==> src/rtl/regfile_port_arbiter.sv <==
// Arbitrates register-file read port 1 and the write port between the pipeline and a debug requester.
// Pipeline traffic wins; a starved debug access raises stall_req, waits for the drain, then is forced through.
module regfile_port_arbiter #(
    parameter int unsigned MAX_WAIT     = 8,
    parameter int unsigned DRAIN_CYCLES = 3
) (
    input  logic        clk,
    input  logic        rst,
    input  logic        wb_RegWrite,
    input  logic [4:0]  wb_rd,
    input  logic [31:0] wb_data,
    input  logic [4:0]  dec_rs1,
    input  logic        dec_rs1_used,
    input  logic        dbg_req,
    input  logic        dbg_we,
    input  logic [4:0]  dbg_addr,
    input  logic [31:0] dbg_wdata,
    output logic        dbg_ack,
    output logic [31:0] dbg_rdata,
    output logic        rf_write_en,
    output logic [4:0]  rf_write_id,
    output logic [31:0] rf_write_data,
    output logic [4:0]  rf_read1_id,
    input  logic [31:0] rf_read1_data,
    output logic        stall_req
);

    localparam int unsigned WW = (MAX_WAIT < 1) ? 1 : $clog2(MAX_WAIT + 1);
    localparam int unsigned DW = (DRAIN_CYCLES < 1) ? 1 : $clog2(DRAIN_CYCLES + 1);

    typedef enum logic [1:0] {
        ST_IDLE  = 2'd0,
        ST_WAIT  = 2'd1,
        ST_STALL = 2'd2,
        ST_ACK   = 2'd3
    } state_e;

    state_e        state_q, state_d;
    logic [WW-1:0] wait_cnt_q, wait_cnt_d;
    logic [DW-1:0] drain_cnt_q, drain_cnt_d;
    logic          stall_req_q, stall_req_d;
    logic          dbg_ack_q, dbg_ack_d;
    logic [31:0]   dbg_rdata_q, dbg_rdata_d;

    logic port_free;
    logic drain_done;
    logic grant;

    always_comb begin
        port_free  = dbg_we ? !wb_RegWrite : !dec_rs1_used;
        drain_done = (state_q == ST_STALL) && (drain_cnt_q == DW'(DRAIN_CYCLES));
        grant      = dbg_req && (state_q != ST_ACK) && (port_free || drain_done);
    end

    // Port muxes: debug owns a port only in its grant cycle.
    always_comb begin
        rf_write_en   = wb_RegWrite;
        rf_write_id   = wb_rd;
        rf_write_data = wb_data;
        rf_read1_id   = dec_rs1;
        if (grant && dbg_we) begin
            rf_write_en   = (dbg_addr != 5'd0);
            rf_write_id   = dbg_addr;
            rf_write_data = dbg_wdata;
        end
        if (grant && !dbg_we) begin
            rf_read1_id = dbg_addr;
        end
    end

    // Next state; a request dropped before its ack returns to IDLE silently.
    always_comb begin
        state_d     = state_q;
        wait_cnt_d  = wait_cnt_q;
        drain_cnt_d = drain_cnt_q;
        stall_req_d = 1'b0;
        dbg_ack_d   = grant;
        dbg_rdata_d = dbg_rdata_q;
        case (state_q)
            ST_IDLE: begin
                if (dbg_req) begin
                    if (grant) begin
                        state_d = ST_ACK;
                    end else begin
                        state_d    = ST_WAIT;
                        wait_cnt_d = WW'(1);
                    end
                end
            end
            ST_WAIT: begin
                if (!dbg_req) begin
                    state_d = ST_IDLE;
                end else if (grant) begin
                    state_d = ST_ACK;
                end else if (wait_cnt_q == WW'(MAX_WAIT)) begin
                    state_d     = ST_STALL;
                    drain_cnt_d = '0;
                    stall_req_d = 1'b1;
                end else begin
                    wait_cnt_d = wait_cnt_q + WW'(1);
                end
            end
            ST_STALL: begin
                if (!dbg_req) begin
                    state_d = ST_IDLE;
                end else if (grant) begin
                    state_d = ST_ACK;
                end else begin
                    stall_req_d = 1'b1;
                    if (!drain_done) begin
                        drain_cnt_d = drain_cnt_q + DW'(1);
                    end
                end
            end
            default: begin
                state_d = ST_IDLE;
            end
        endcase
        if (state_d == ST_IDLE || state_d == ST_ACK) begin
            wait_cnt_d  = '0;
            drain_cnt_d = '0;
        end
        // Zero register reads as zero, then same-cycle writeback bypass, then the array.
        if (grant && !dbg_we) begin
            if (dbg_addr == 5'd0) begin
                dbg_rdata_d = 32'd0;
            end else if (wb_RegWrite && (wb_rd == dbg_addr)) begin
                dbg_rdata_d = wb_data;
            end else begin
                dbg_rdata_d = rf_read1_data;
            end
        end
    end

    always_ff @(posedge clk) begin
        if (rst) begin
            state_q     <= ST_IDLE;
            wait_cnt_q  <= '0;
            drain_cnt_q <= '0;
            stall_req_q <= 1'b0;
            dbg_ack_q   <= 1'b0;
            dbg_rdata_q <= 32'd0;
        end else begin
            state_q     <= state_d;
            wait_cnt_q  <= wait_cnt_d;
            drain_cnt_q <= drain_cnt_d;
            stall_req_q <= stall_req_d;
            dbg_ack_q   <= dbg_ack_d;
            dbg_rdata_q <= dbg_rdata_d;
        end
    end

    assign dbg_ack   = dbg_ack_q;
    assign dbg_rdata = dbg_rdata_q;
    assign stall_req = stall_req_q;

endmodule

==> config.mk <==
export PLATFORM = sky130hd
export DESIGN_NAME = regfile_port_arbiter
export DESIGN_NICKNAME = d
export VERILOG_FILES = /design/src/rtl/regfile_port_arbiter.sv
export SDC_FILE = /design/constraint.sdc
export NUM_CORES = 1
export LEC_CHECK = 0
export CAP_MARGIN = 30
export CORE_MARGIN = 1.5
export CORE_UTILIZATION = 35
export DETAILED_ROUTE_END_ITERATION = 6
export GPL_ROUTABILITY_DRIVEN = 0
export PLACE_DENSITY = 0.84
export SKIP_CTS_REPAIR_TIMING = 1
export SYNTH_ARGS = -nofsm -noshare
export SYNTH_HDL_FRONTEND = slang
export SYNTH_SLANG_ARGS = --single-unit
==> constraint.sdc <==
create_clock -name clk -period 3.5 [get_ports clk]
set_input_delay 0.875 -clock clk [delete_from_list [all_inputs] [get_ports clk]]
set_output_delay 0.875 -clock clk [all_outputs]
set_load 0.03 [all_outputs]
# [Word-level counts from Yosys, hierarchy flattened]
# Index checks and enable logic that the tools add are counted.
[word_totals] regBits=42 output_inout_bits=77 wordCells=78
[classes] n_addsub=2 eq_ne=16 n_mux=34 n_reduce_logical=20
[op_table] op="$mux 32" n=3
[op_table] op="$mux 2" n=13
[op_table] op="$mux 4" n=5
[op_table] op="$ne 2x2->1 const B" n=10
[op_table] op="$mux 5" n=2
[op_table] op="$pmux 4 s2" n=1
[op_table] op="$mux 1" n=7
[op_table] op="$reduce_and 7->1" n=1
[op_table] op="$eq 2x2->1 const B" n=3
[op_table] op="$logic_and 1x1->1" n=6
[op_table] op="$pmux 2 s3" n=1
[op_table] op="$reduce_and 6->1" n=1
[op_table] op="$eq 5x5->1" n=1
[op_table] op="$logic_not 5->1" n=1
[op_table] op="$reduce_bool 5->1" n=1
[op_table] op="$add 4x1->4 const B" n=1
[op_table] op="$eq 4x4->1 const B" n=1
[op_table] op="$logic_not 2->1" n=2
[op_table] op="$pmux 2 s2" n=1
[op_table] op="$reduce_bool 2->1" n=2
[op_table] op="$logic_not 1->1" n=3
[op_table] op="$add 2x1->2 const B" n=1
[op_table] op="$eq 2x1->1 const B" n=1
[op_table] op="$logic_or 1x1->1" n=2
[op_table] op="2 further kinds" n=2

# [Longest topological paths before layout]
[depth] ltp_word=10 ltp_mapped=10 depth_no_buf=7

# [Least setup slack after synthesis]
# OpenSTA, ideal clock, no wires.
[synth_timing] path_kind="in2out" startpoint="input dbg_we" endpoint="output rf_write_en" t_arrival_ns=2.503 t_required_ns=2.625 path_slack_ns=0.122 path_stages=7 path_buffers=2 path_cell_list="mux2_4 -> a211o_4 -> nor2_2 -> buf_4 -> buf_6 -> nor2_1 -> a21oi_1"
[synth_via] elab_chain_len=5
[synth_rtl] element="start: declaration" line="15" text="input logic dbg_we,"
[synth_rtl] element="$mux 1" line="50" text="port_free = dbg_we ? !wb_RegWrite : !dec_rs1_used;"
[synth_rtl] element="$logic_or 1x1->1" line="52" text="grant = dbg_req && (state_q != ST_ACK) && (port_free || drain_done);"
[synth_rtl] element="$logic_and 1x1->1" line="52"
[synth_rtl] element="$logic_and 1x1->1 *" line="61" text="if (grant && dbg_we) begin"
[synth_rtl] element="$mux 1 *" line="61"
[synth_rtl] element="end: declaration" line="20" text="output logic rf_write_en,"
# Every way passes the cells marked *; elsewhere a longest branch is shown, timed or not.

# [Final worst setup path]
[layout_timing] startpoint="input dbg_we" endpoint="output rf_write_data[0]"
[layout_via] elab_chain_len=5
[layout_rtl] element="$mux 1" line="50"
[layout_rtl] element="$logic_or 1x1->1" line="52"
[layout_rtl] element="$logic_and 1x1->1" line="52"
[layout_rtl] element="$logic_and 1x1->1 *" line="61"
[layout_rtl] element="$mux 32 *" line="61"
[layout_rtl] element="end: declaration" line="22" text="output logic [31:0] rf_write_data,"
# Marks and branches as above.

==> impl_metrics.env <==
export IMPL_endpoint_kind="primary output"
export IMPL_max_cap_violations=0
export IMPL_htreeDepth=2
export IMPL_vias_per_cell=5.10
export IMPL_grt_pass1_wl_mm=14.2
export IMPL_finalSetupViolCount=0
export IMPL_worst_ep_required_time_ns=2.62
export IMPL_layout_min_cycle_time_ns=3.49
export IMPL_min_period_over_period_pct=99.7
export IMPL_share_comb_of_total_power_pct=42.6
export IMPL_num_vias=2818
export IMPL_powerDensity_mw_per_mm2=290
export IMPL_drtIter0Drc=57
export IMPL_gr_total_overflow=0
export IMPL_synth_cells=247
export IMPL_die_area_mm2=0.00812
export IMPL_grt_setup_unrepaired="true"
export IMPL_portBuffers=193
export IMPL_slew_headroom_pct=58.3
export IMPL_fin_nets=577
export IMPL_layout_commonest_cell="clkdlybuf4s50_1"
export IMPL_synth_nets=371
export IMPL_drt_antenna_violating_nets=0
export IMPL_ys_ff_latch=42
export IMPL_fin_skew_ns=0.00704
export IMPL_power_leakage_nw=1.91
export IMPL_drc=0
export IMPL_p_total_mw=1.45
export IMPL_numCtsBuffers=5
export IMPL_hold_path_class="reg -> reg"
export IMPL_slew_viol_final=0
export IMPL_async_flop_share_pct=0
export IMPL_synth_area_per_cell_um2=10.7
export IMPL_routed_wl_mm=9.51
export IMPL_cts_root_buf="clkbuf_8"
export IMPL_max_clock_freq_ghz=0.287
export IMPL_path_clk_slew_ns=0.09
export IMPL_final_core_util_pct=68.7
export IMPL_start_util_pct=36.4
export IMPL_synth_edf_count=0
export IMPL_p_int_mw=0.962
export IMPL_hold_viol=0
export IMPL_peakVddDrop_uv=162
export IMPL_seqPwrFrac_pct=35.3
export IMPL_synth_yosys_seq_area_share_pct=31.7
export IMPL_antenna_found_initial=0
export IMPL_drive_gt1_share_pct=29.3
export IMPL_cts_tree="yes"
export IMPL_area_growth_pct=88.6
export IMPL_syn_area_mm2=0.00266
export IMPL_chipHeight_um=90.1
export IMPL_final_cell_mix="clkdlybuf4s50_1, dfxtp_1, mux2i_1"
export IMPL_io_pins=194
export IMPL_yosys_warnings=0
export IMPL_path_class="in -> out"
export IMPL_clockBufferDepth=2
export IMPL_rows=31
export IMPL_switching_share_pct=33.7
export IMPL_crit_fanout=6
export IMPL_grt_pass1_vias=2933
export IMPL_status="finished, final reports clean"
export IMPL_synth_distinct_cells=47
export IMPL_nFillCells=580
export IMPL_dr_pass1_iters=4
export IMPL_pwr_share_clk_pct=22.1
export IMPL_grtUsageTotal_pct=21.6
export IMPL_die_w_um=90.1
export IMPL_grt_max_degree=33
export IMPL_fp_coreArea_mm2=0.00729
export IMPL_antennaDiodeCount=0
export IMPL_wl_per_cell_um=17.2
export IMPL_clk_latency_ns=0.30
export IMPL_cp_start_kind="input port"
export IMPL_critPathArrivalTime_ns=2.62
export IMPL_hpwl_mm=7.21
export IMPL_synth_main_ff_cell="dfxtp_1"
export IMPL_tightest_slew_ns=0.625
export IMPL_net_switching_power_mw=0.489
export IMPL_numClockSinks=42
-- metal layers --
metal  wire length [um]  track usage [%]  vias to the layer above
li1                   -                -                     1351
met1               3960             24.5                     1339
met2               4930             39.0                      108
met3                427             5.16                       20
met4                198             7.80                        0
met5                  0                0                        -
-- power by group through the flow --
stage	Sequential, mW	Clock (mW)	Combinational, mW
final	0.512	0.321	0.618
after global routing	0.515	0.353	0.651
after CTS	0.511	0.327	0.594
after detailed placement	0.522	0	0.591
after global placement	0.522	0	0.580
after floorplan	0.550	0	0.273
-- Yosys cell counts, types with 2 or more instances --
library cell	n	area share, %
nand2_1	5	0.71
nor4_1	2	0.47
mux2_1	2	0.85
a2111oi_2	2	1.1
dfxtp_1	42	32
nand4_1	2	0.47
a21o_1	2	0.57
inv_1	6	0.85
and3_1	2	0.47
nand3_1	3	0.57
nor3_1	2	0.38
nor4_2	2	0.94
nor2b_1	2	0.47
o21ai_0	3	0.57
clkbuf_1	7	0.99
o2bb2ai_1	32	11
mux2i_1	34	13
and2_1	2	0.47
a21oi_1	4	0.75
buf_2	9	1.7
ha_1	7	3.3
mux2_2	40	17
nor2_1	7	0.99
xor2_1	4	1.3
nor3b_1	2	0.57
-- sequential cells by signal, indices dropped and copies added (netlist names) --
name,flops
drain_cnt_q,2
wait_cnt_q,4
stall_req,1
state_q,2
dbg_rdata,32
dbg_ack,1
-- path summary, 6_finish.rpt --
path                                   from                        end  slack, ns  depth (start not counted)
setup / recovery                     dbg_we           rf_write_data[0]       0.01                          8
setup reg to reg      state_q[0]$_SDFF_PP0_  dbg_rdata[0]$_SDFFE_PP0P_       1.12                         10
hold / removal    dbg_rdata[5]$_SDFFE_PP0P_  dbg_rdata[5]$_SDFFE_PP0P_       0.47                          1
hold reg to reg   dbg_rdata[5]$_SDFFE_PP0P_  dbg_rdata[5]$_SDFFE_PP0P_       0.47                          1
-- cells by family after synthesis --
kind of cell,Yosys count,share of synthesized area [%]
compound gates,52,17.7
simple gates,39,9.19
flops,42,31.7
buf+inv,24,4.24
mux,77,31.2
fa+ha+maj,7,3.30
xor+xnor,6,2.69
-- layout make-up --
type	count	area (um^2)	share of cell area (%)
clock buffers	5	68.8	1.37
clock inverters	3	18.8	0.375
inverters	6	22.5	0.450
multi-input cells	181	1790	35.7
flip-flops and latches	42	841	16.8
well taps	99	124	2.47
repair buffers	217	2140	42.8
-- per-stage QoR --
step	setup TNS [ns]	instances	area, um^2	setup WS, ns	hold slack, ns
final	0	553	5010	0.00964	0.468
after global routing	-0.219	553	5010	-0.0235	0.484
after CTS	-30.48	547	4850	-0.753	0.471
after detailed placement	-30.19	539	4760	-0.748	0.445
after global placement	-29.10	539	4760	-0.726	0.444
after floorplan	0	247	2660	0.122	0.482
-- critical path, stage by stage --
cell	delay, ns
buf_6	0.10
mux2_4	0.30
a211o_4	0.34
nor2_4	0.23
buf_6	0.15
clkbuf_16	0.14
mux2_1	0.33
buf_6	0.14
Power figures use the tool's default switching activity.
